## config.mk

```make
export PLATFORM = sky130hd
export DESIGN_NAME = ps2_key_receiver
export DESIGN_NICKNAME = d
export VERILOG_FILES = /design/src/rtl/ps2_key_receiver.sv
export SDC_FILE = /design/constraint.sdc
export NUM_CORES = 1
export LEC_CHECK = 0
export CELL_PAD_IN_SITES_DETAIL_PLACEMENT = 0
export CELL_PAD_IN_SITES_GLOBAL_PLACEMENT = 1
export CORE_ASPECT_RATIO = 0.7
export CORE_MARGIN = 2
export CORE_UTILIZATION = 42
export CTS_BUF_LIST = sky130_fd_sc_hd__clkbuf_8
export DETAILED_ROUTE_END_ITERATION = 8
export PLACE_DENSITY = 0.79
export SLEW_MARGIN = 20
export SYNTH_ARGS = -nofsm -noshare
export SYNTH_HDL_FRONTEND = slang
export SYNTH_SLANG_ARGS = --single-unit
```

## constraint.sdc

```tcl
create_clock -name clock -period 2.9 [get_ports clock]
set_input_delay 0.58 -clock clock [delete_from_list [all_inputs] [get_ports clock]]
set_output_delay 0.58 -clock clock [all_outputs]
set_load 0.005 [all_outputs]
```

## src/rtl/ps2_key_receiver.sv

```systemverilog
// ps2_key_receiver: deframes PS/2 keyboard frames and folds E0/F0 prefixes into key events.
module ps2_key_receiver #(
  parameter int TIMEOUT_CYCLES = 50000,
  parameter bit EMIT_BREAK     = 1'b1
) (
  input  logic        clock,
  input  logic        reset,
  input  logic        ps2_clock,
  input  logic        ps2_data,
  output logic        ps2_key_pressed,
  output logic [31:0] ps2_out,
  output logic        frame_error
);
  localparam int TW = $clog2(TIMEOUT_CYCLES + 1);
  typedef enum logic [1:0] {IDLE, RECV, CHECK} state_t;
  state_t state_q, state_d;
  logic [2:0] ck_q;
  logic [1:0] dt_q;
  logic [3:0] bit_q, bit_d;
  logic [9:0] sh_q, sh_d;
  logic [TW-1:0] tmo_q, tmo_d;
  logic ext_q, ext_d, brk_q, brk_d, stb_d, err_d;
  logic [31:0] out_d;
  logic fall, dat, tmo_hit, valid;
  logic [7:0] rx_byte;
  assign fall = ck_q[2] & ~ck_q[1];
  assign dat = dt_q[1];
  assign tmo_hit = (state_q == RECV) && !fall && (tmo_q == TW'(TIMEOUT_CYCLES));
  // odd parity over data+parity, and stop bit high
  assign valid = (^sh_q[8:0]) & sh_q[9];
  assign rx_byte = sh_q[7:0];
  always_comb begin
    state_d = state_q;
    bit_d = bit_q;
    sh_d = sh_q;
    ext_d = ext_q;
    brk_d = brk_q;
    stb_d = 1'b0;
    err_d = 1'b0;
    out_d = ps2_out;
    tmo_d = (fall || state_q != RECV) ? '0 :
            (tmo_q == TW'(TIMEOUT_CYCLES)) ? tmo_q : tmo_q + 1'b1;
    case (state_q)
      IDLE: if (fall && !dat) begin
        state_d = RECV;
        bit_d = 4'd0;
      end
      RECV: if (tmo_hit) begin
        state_d = IDLE;
        err_d = 1'b1;
        ext_d = 1'b0;
        brk_d = 1'b0;
      end else if (fall) begin
        sh_d = {dat, sh_q[9:1]};
        bit_d = bit_q + 4'd1;
        if (bit_q == 4'd9) state_d = CHECK;
      end
      CHECK: begin
        state_d = IDLE;
        if (!valid) begin
          err_d = 1'b1;
          ext_d = 1'b0;
          brk_d = 1'b0;
        end else if (rx_byte == 8'hE0) ext_d = 1'b1;
        else if (rx_byte == 8'hF0) brk_d = 1'b1;
        else begin
          ext_d = 1'b0;
          brk_d = 1'b0;
          if (!brk_q || EMIT_BREAK) begin
            stb_d = 1'b1;
            out_d = {22'b0, brk_q, ext_q, rx_byte};
          end
        end
      end
      default: state_d = IDLE;
    endcase
  end
  always_ff @(posedge clock or negedge reset) begin
    if (!reset) begin
      ck_q <= 3'b111;
      dt_q <= 2'b11;
      state_q <= IDLE;
      bit_q <= '0;
      sh_q <= '0;
      tmo_q <= '0;
      ext_q <= 1'b0;
      brk_q <= 1'b0;
      ps2_key_pressed <= 1'b0;
      ps2_out <= '0;
      frame_error <= 1'b0;
    end else begin
      ck_q <= {ck_q[1:0], ps2_clock};
      dt_q <= {dt_q[0], ps2_data};
      state_q <= state_d;
      bit_q <= bit_d;
      sh_q <= sh_d;
      tmo_q <= tmo_d;
      ext_q <= ext_d;
      brk_q <= brk_d;
      ps2_key_pressed <= stb_d;
      ps2_out <= out_d;
      frame_error <= err_d;
    end
  end
endmodule
```

Yosys cells after proc, flatten, opt, wreduce, memory -nomap -nowiden. Index checks and enable logic that the tools add are counted.

Add/subtract/negate cells: 2. Equality and inequality tests: 16. Muxes and demuxes: 27. Bitwise operators: 6. Reduce and logical (&&, ||, !) cells: 16.

Operator list (count): $mux 16 (2); $add 16x1->16 const B (1); $eq 16x16->1 const B (1); $eq 8x8->1 const B (2); $mux 1 (13); $mux 4 (3); $reduce_and 3->1 (4); $ne 2x2->1 const B (5); $reduce_xor 9->1 (1); $mux 2 (4); $pmux 4 s2 (1); $reduce_and 4->1 (2); $ne 3x3->1 const B (2); $pmux 1 s2 (3); $add 4x1->4 const B (1); $eq 4x4->1 const B (1); $ne 4x4->1 const B (1); $not 1->1 (4); $pmux 2 s2 (1); $reduce_bool 2->1 (2); $logic_and 1x1->1 (3); $ne 3x2->1 const B (1); $and 1x1->1 (2); $eq 2x1->1 const B (1); other kinds (5) (6).

Register bits after elaboration: 51. Bits of input ports: 4. Output and inout port bits: 34. Logic and storage cells: 78.

Depth between registers and ports, before layout. Gate-level depths: netlist of the first run.

Depth in word-level cells: 7. Gate-level depth with buffers: 8. Gate-level depth less buffers: 7.

Worst setup path after synthesis of the first run. OpenSTA, ideal clock, no wires.

Path kind: register to register. Start: reg sh_q[1]. End: reg ps2_out[0]. Arrival: 1.961 ns. Required time: 2.775 ns. Path slack: 0.814 ns. Stages on the path, launching flop included: 9. Clock period less this slack: 2.086 ns. Cell sequence: dfrtp_1 > inv_1 > ha_1 > xnor3_1 > xnor2_2 > nand3_2 > o21bai_4 > buf_6 > mux2_4.

Cells in the longest elaborated chain, start to end: 3. Elaborated cells on any way between the ends: 7. Classes of those cells: eq/ne (2); bitwise (3); reduce/logical (2).

RTL lines: from (decl) (line 20) `logic [9:0] sh_q, sh_d;`; from (signal assigned) (line 84) `sh_q <= '0;`; from (signal assigned) (line 96) `sh_q <= sh_d;`; $reduce_xor 9->1, or another cell as far along (line 30) `assign valid = (^sh_q[8:0]) & sh_q[9];`; $and 1x1->1 / $not 1->1 (equally long branches); $reduce_and 4->1 (no source line) *; to (signal assigned) (line 101) `ps2_out <= out_d;`; to (decl) (line 11) `output logic [31:0] ps2_out,`.

Mark *: on every way between the ends. The rest lies on a longest branch, timed or not. A chain may end at the register's enable or synchronous reset.

Worst setup path after layout of the first run.
Start: reg sh_q[1]. End: reg ps2_out[2].

The elaborated chain is that of the path after synthesis.

==> flow_summary_export.csv, run 1 <==
group,metric,value,unit
drt,wl_per_cell,12.5,um
power,p_leak,1.33,nW
drt,highest_layer,"met4",
clocking,clk_latency,0.30,ns
yosys,synth_most_common_cell,"dfrtp_1",
floorplan,rows,24,
layout,drive_gt1_share,16.9,%
drt,vias,1539,
global_routing,grt.total_usage,13.2,%
timing,slew_violations,0,
critical_path,worst-setup-path-type,"flip-flop to flip-flop",
critical_path,rrSetupSlack,0.73,ns
drt,wl_met3,163,um
timing,fin_skew,0.00493,ns
critical_path,required,3.09,ns
power,p_per_area,742,nW/um^2
global_routing,overflow,0,
clocking,cts.path.max_buffers,2,
timing,min_period_over_period,74.9,%
floorplan,dieArea,6920,sq um
floorplan,ios,38,
yosys,synth_ff_type,"dfrtp_1",
global_routing,grt_first_pass_wirelength,7310,um
yosys,syn_area_per_cell,11.2,sq um
yosys,synthTopCellsByCount,"46 x dfrtp_1, 22 x buf_4, 18 x nor2_1",
power,power_frac_comb,33.0,%
clocking,ctsHtreeMaxLevel,2,
clocking,cts.sinks,51,
layout,fin_util,47.1,%
drt,avgViaCountPerCell,4.64,
critical_path,cp.arrival,2.36,ns
power,fin_total_pwr,2.15,mW
status,status,"completed",
global_routing,antenna_found_initial,0,
clocking,cts-root-buf,"clkbuf_8",
drt,drc,0,
yosys,yosysTopAreaCellShare,43.7,%
yosys,ys_types,41,
global_routing,grt_pass1_vias,1474,
clocking,cts_resized,0,
drt,first_iter_violations,96,
timing,hold_viol_final,0,
timing,setup_tns,0,ns
timing,tightest_slew,0.615,ns
critical_path,crit_path_end_kind,"flip-flop",
timing,rsz0062_at_grt,"false",
yosys,yosys_warnings,0,
clocking,cts_setup_buffers,0,
timing,setup_viol,0,
layout,fill_cells,558,
drt,wl_met2,1630,um
layout,final_nets,269,
power,p_int,1.45,mW
hold_path,hp-class,"input port to asynchronous set/reset pin",
placed_design,gp_congestion,0.759,
power,p_sw_share,32.6,%
timing,period_needed,2.17,ns
floorplan,fp.dieW,98.6,um
yosys,syn_inst,234,
layout,syn2layout_area_growth,10.1,%
drt,routed_wirelength,4160,um
yosys,syn_area,2630,sq um
yosys,synth_seq_cells,51,
yosys,synthArstFlopShare,100,%
clocking,postCtsHoldBufs,0,
clocking,tritoncts,"yes",
power,ir_worst_vdd,0.380,mV
floorplan,start_util,42.7,%
clocking,cts_buffers,5,
yosys,ys_seq_area_share,48.7,%
placed_design,io_buffers,15,
yosys,synth_edf_count,0,
flow_run,cap_violations,0,
clocking,cts.clk_slew.worst_paths,0.09,ns
timing,fmax,460,MHz
placed_design,hpwl,3040,um
power,power_frac_clock,23.5,%
drt,ant_nets,0,
layout,antenna_cells,0,
timing,max_slew_margin,58.9,%
critical_path,startpoint_type,"flip-flop",
drt,firstDrtPassIters,4,
power,p_switching,0.700,mW
floorplan,core_area,6160,sq um
global_routing,grt_max_degree,36,
floorplan,die_h,70.2,um
yosys,yosysTopAreaCell,"dfrtp_1",
yosys,synth_area_leaders,"dfrtp_1 44%, buf_4 6.3%, ha_1 5.7%",
drt,wl_met1,2330,um
critical_path,cp_max_fo,11,
power,sequentialPowerShare,43.5,%
kinds of logic after synthesis:
group,synth area share (%)
AND/OR/NAND/NOR,14.0
flip-flops,48.7
buffers and inverters,9.13
AO/OA/AOI/OAI,7.70
multiplexers,9.42
XOR/XNOR,5.14
adder cells (fa/ha/maj),5.71
other,0.143
power by group through the flow:
stage / Clock [mW] / Combinational, mW / Sequential, mW
after floorplan: 0 / 0.602 / 0.919
after global placement: 0 / 0.701 / 0.946
after detailed placement: 0 / 0.713 / 0.950
after CTS: 0.523 / 0.718 / 0.937
after global routing: 0.552 / 0.803 / 0.957
final: 0.505 / 0.708 / 0.936
stage by stage:
| step | worst slack [ns] | instances | cell area [sq um] | hold slack [ns] |
|---|---|---|---|---|
| final | 0.727 | 332 | 2900 | 0.179 |
| after CTS | 0.709 | 332 | 2900 | 0.188 |
| after floorplan | 0.814 | 255 | 2710 | 0.284 |
| after global placement | 0.753 | 324 | 2780 | 0.346 |
| after detailed placement | 0.727 | 324 | 2780 | 0.352 |
| after global routing | 0.574 | 332 | 2900 | 0.204 |
area by class of cell:
cell class / count / area (sq um) / share of cell area [%]
clock inverter: 2 / 35.0 / 1.21
inverter: 14 / 52.6 / 1.81
sequential: 51 / 1280 / 44.3
tap: 78 / 97.6 / 3.37
clock buffer: 6 / 82.6 / 2.85
timing repair buffer: 17 / 160 / 5.53
multi-input combinational: 164 / 1190 / 41.0
cell usage in the layout, fill, tap and decap left out, drive strengths merged, types with 8 or more instances in the layout:
cell / instances
a21oi: 8
clkdlybuf4s50: 14
conb: 22
dfrtp: 46
ha: 12
inv: 14
mux2: 19
nand2: 12
nor2: 18
o21ai: 15
path summary, 6_finish.rpt:
kind | cells after the start | start | end
hold reg to reg | 0 | ck_q[0] | ck_q[1]
hold / removal | 1 | reset | ps2_key_pressed
max in group asynchronous | 2 | reset | dt_q[0]
min in group clock | 0 | ck_q[0] | ck_q[1]
setup / recovery | 7 | sh_q[1] | ps2_out[2]
setup reg to reg | 7 | sh_q[1] | ps2_out[2]
sequential cells by signal, indices dropped and copies added, names as in the netlist:
register,flops
ext_q,1
ps2_out,10
frame_error,1
sh_q,10
ck_q,3
dt_q,2
ps2_key_pressed,1
brk_q,1
bit_q,4
state_q,2
tmo_q,16
critical path, stage by stage (launching register included):
cell and delay (ns):
dfrtp_1 0.37, inv_1 0.06, ha_1 0.27, xnor3_1 0.42
xnor2_2 0.18, nand3_2 0.13, o21bai_4 0.30, mux2_4 0.34
layer usage:
layer	vias to the layer above	track usage, %
met5	-	0
met4	0	4.11
met3	2	3.00
met2	31	17.3
met1	716	21.4
li1	790	-
No activity file was read; power rests on OpenSTA's default activity.
==> inputs of run 2 (changes only) <==
Clock period 2.9 ns to 2.1 ns, I/O delays scaled along.
==> run 2 against run 1 <==
- the run now ends with setup timing left
- combinational power is 72% higher
- wire length is 9.7% higher
- worst setup slack worse by 0.75 ns
- first-iteration DRC count is 50% lower
- sequential cell count stayed put
- fmax is 2.3% higher
- design area is 4.4% higher
- clock power is 40% higher
- largest cell class unchanged
==> flow_summary_export.csv, run 2 (same netlist as run 1, synthesis figures left out) <==
group,metric,value,unit
layout,drive_gt1_share,21.3,%
power,sequentialPowerShare,39.7,%
global_routing,antenna_found_initial,0,
critical_path,crit_path_end_kind,"flip-flop",
timing,setup_viol,6,
clocking,cts-root-buf,"clkbuf_8",
power,p_switching,1.04,mW
layout,layout_common_cells,"46 x dfrtp_1, 22 x conb_1, 18 x nor2_1",
timing,setup_tns,-0.116,ns
clocking,postCtsHoldBufs,0,
floorplan,fp.dieW,98.6,um
drt,drc,0,
clocking,cts.sinks,51,
layout,syn2layout_area_growth,14.9,%
clocking,ctsHtreeMaxLevel,2,
floorplan,die_h,70.2,um
timing,tightest_slew,0.570,ns
global_routing,grt.total_usage,14.0,%
timing,rsz0062_at_grt,"true",
clocking,cts_buffers,5,
drt,vias,1626,
timing,fmax,471,MHz
layout,mostFrequentLayoutCell,"dfrtp_1",
global_routing,overflow,0,
placed_design,placed_area,2880,sq um
drt,ant_nets,0,
layout,multi_input_area,1210,sq um
layout,largest_register_ffs,16,
power,p_sw_share,32.6,%
critical_path,worst-setup-path-type,"flip-flop to flip-flop",
flow_run,cap_violations,0,
floorplan,rows,24,
layout,finalInstanceArea,3020,sq um
layout,seqCellArea,1280,sq um
clocking,tritoncts,"yes",
layout,final_nets,282,
placed_design,hpwl,3250,um
drt,routed_wirelength,4560,um
critical_path,crit_chain,"ha_1 -> xnor3_1 -> xnor2_2 -> nand3_2 -> o21bai_4 -> mux2_4",
placed_design,pre_cts_slack,-0.0380,ns
clocking,clk_latency,0.30,ns
timing,fin_skew,0.00878,ns
critical_path,cp.arrival,2.31,ns
drt,avgViaCountPerCell,4.71,
layout,fill_cells,537,
layout,antenna_cells,0,
status,status,"finished, violations left",
floorplan,dieArea,6920,sq um
floorplan,core_area,6160,sq um
global_routing,grt_max_degree,29,
timing,max_slew_margin,62.0,%
drt,wl_per_cell,13.2,um
power,fin_total_pwr,3.20,mW
critical_path,crit_path_top_delay_cell,"dfrtp_1",
timing,slew_violations,0,
critical_path,required,2.28,ns
layout,reg.largest.list,"tmo_q (16), ps2_out (10), sh_q (10)",
timing,hold_viol_final,0,
power,ir_worst_vdd,0.523,mV
layout,fin_util,49.1,%
global_routing,grt_first_pass_wirelength,7720,um
power,p_leak,1.40,nW
layout,top_register,"tmo_q",
floorplan,start_util,42.7,%
placed_design,placedCellCount,335,
hold_path,hp-class,"input port to asynchronous set/reset pin",
drt,firstDrtPassIters,4,
critical_path,startpoint_type,"flip-flop",
drt,first_iter_violations,48,
floorplan,ios,38,
power,power_frac_comb,38.3,%
power,p_int,2.16,mW
global_routing,grt_pass1_vias,1522,
placed_design,io_buffers,15,
power,p_per_area,1060,nW/um^2
critical_path,crit_buf_inv,0,
critical_path,cp_max_fo,6,
clocking,cts.clk_slew.worst_paths,0.09,ns
layout,final_cells,345,
timing,worst_slack,-0.0246,ns
timing,period_needed,2.12,ns
critical_path,crit_path_max_incr_delay,0.39,ns
placed_design,gp_congestion,0.786,
power,power_frac_clock,22.1,%
critical_path,critical-path-top-delay-family,"XOR/XNOR gates",
timing,min_period_over_period,101,%
clocking,cts.path.max_buffers,2,
timing,whs,0.108,ns
status,violations,"setup timing",
-- run 2: changes by cell type in the layout (fill, tap and decap cells not counted), sizes merged --
| cell | change |
|---|---|
| buf | +12 |
| o21bai | +1 |
-- run 2: area by class of cell --
class	count	share of cell area, %
Sequential cell	51	42.4
Inverter	14	1.74
Tap cell	78	3.23
Clock buffer	6	2.73
Multi-Input combinational cell	165	40.0
Timing Repair Buffer	29	8.69
Clock inverter	2	1.16
-- run 2: worst register-to-register path, stage by stage, from the launching register on --
cell and delay, ns:
dfrtp_1 0.39, ha_1 0.31, xnor3_1 0.39, xnor2_2 0.20, nand3_2 0.13, o21bai_4 0.27
mux2_4 0.33
-- run 2: metal layers --
metal | vias up | wire [um] | GRT usage (%)
met5 | - | 0 | 0
met4 | 0 | 43 | 3.81
met3 | 4 | 151 | 3.30
met2 | 28 | 1820 | 18.1
met1 | 774 | 2540 | 22.8
li1 | 820 | - | -
-- run 2: timing repair --
| item | 4_1_cts | 5_1_grt |
|---|---|---|
| gates cloned | 1 | 0 |
| setup buffers | 1 | 0 |
| endpoints found under the setup margin | 10 | 12 |
| pin swaps | 1 | 5 |
| resized for setup | 1 | 1 |
-- run 2: final timing paths --
path / from / endpoint / slack (ns) / depth (start not counted)
setup / recovery: sh_q[7] / ps2_out[4] / -0.02 / 6
hold / removal: reset / sh_q[4] / 0.11 / 1
setup reg to reg: sh_q[7] / ps2_out[4] / -0.02 / 6
hold reg to reg: ck_q[0] / ck_q[1] / 0.36 / 0
max in group asynchronous: reset / tmo_q[0] / 1.45 / 2
min in group clock: ck_q[0] / ck_q[1] / 0.36 / 0
-- run 2: power groups by stage --
stage / combinational, mW / clock, mW / sequential [mW]
floorplan: 0.831 / 0 / 1.27
CTS: 1.22 / 0.719 / 1.27
finish: 1.22 / 0.707 / 1.27
global placement: 1.18 / 0 / 1.28
detailed placement: 1.19 / 0 / 1.29
global route: 1.37 / 0.758 / 1.29
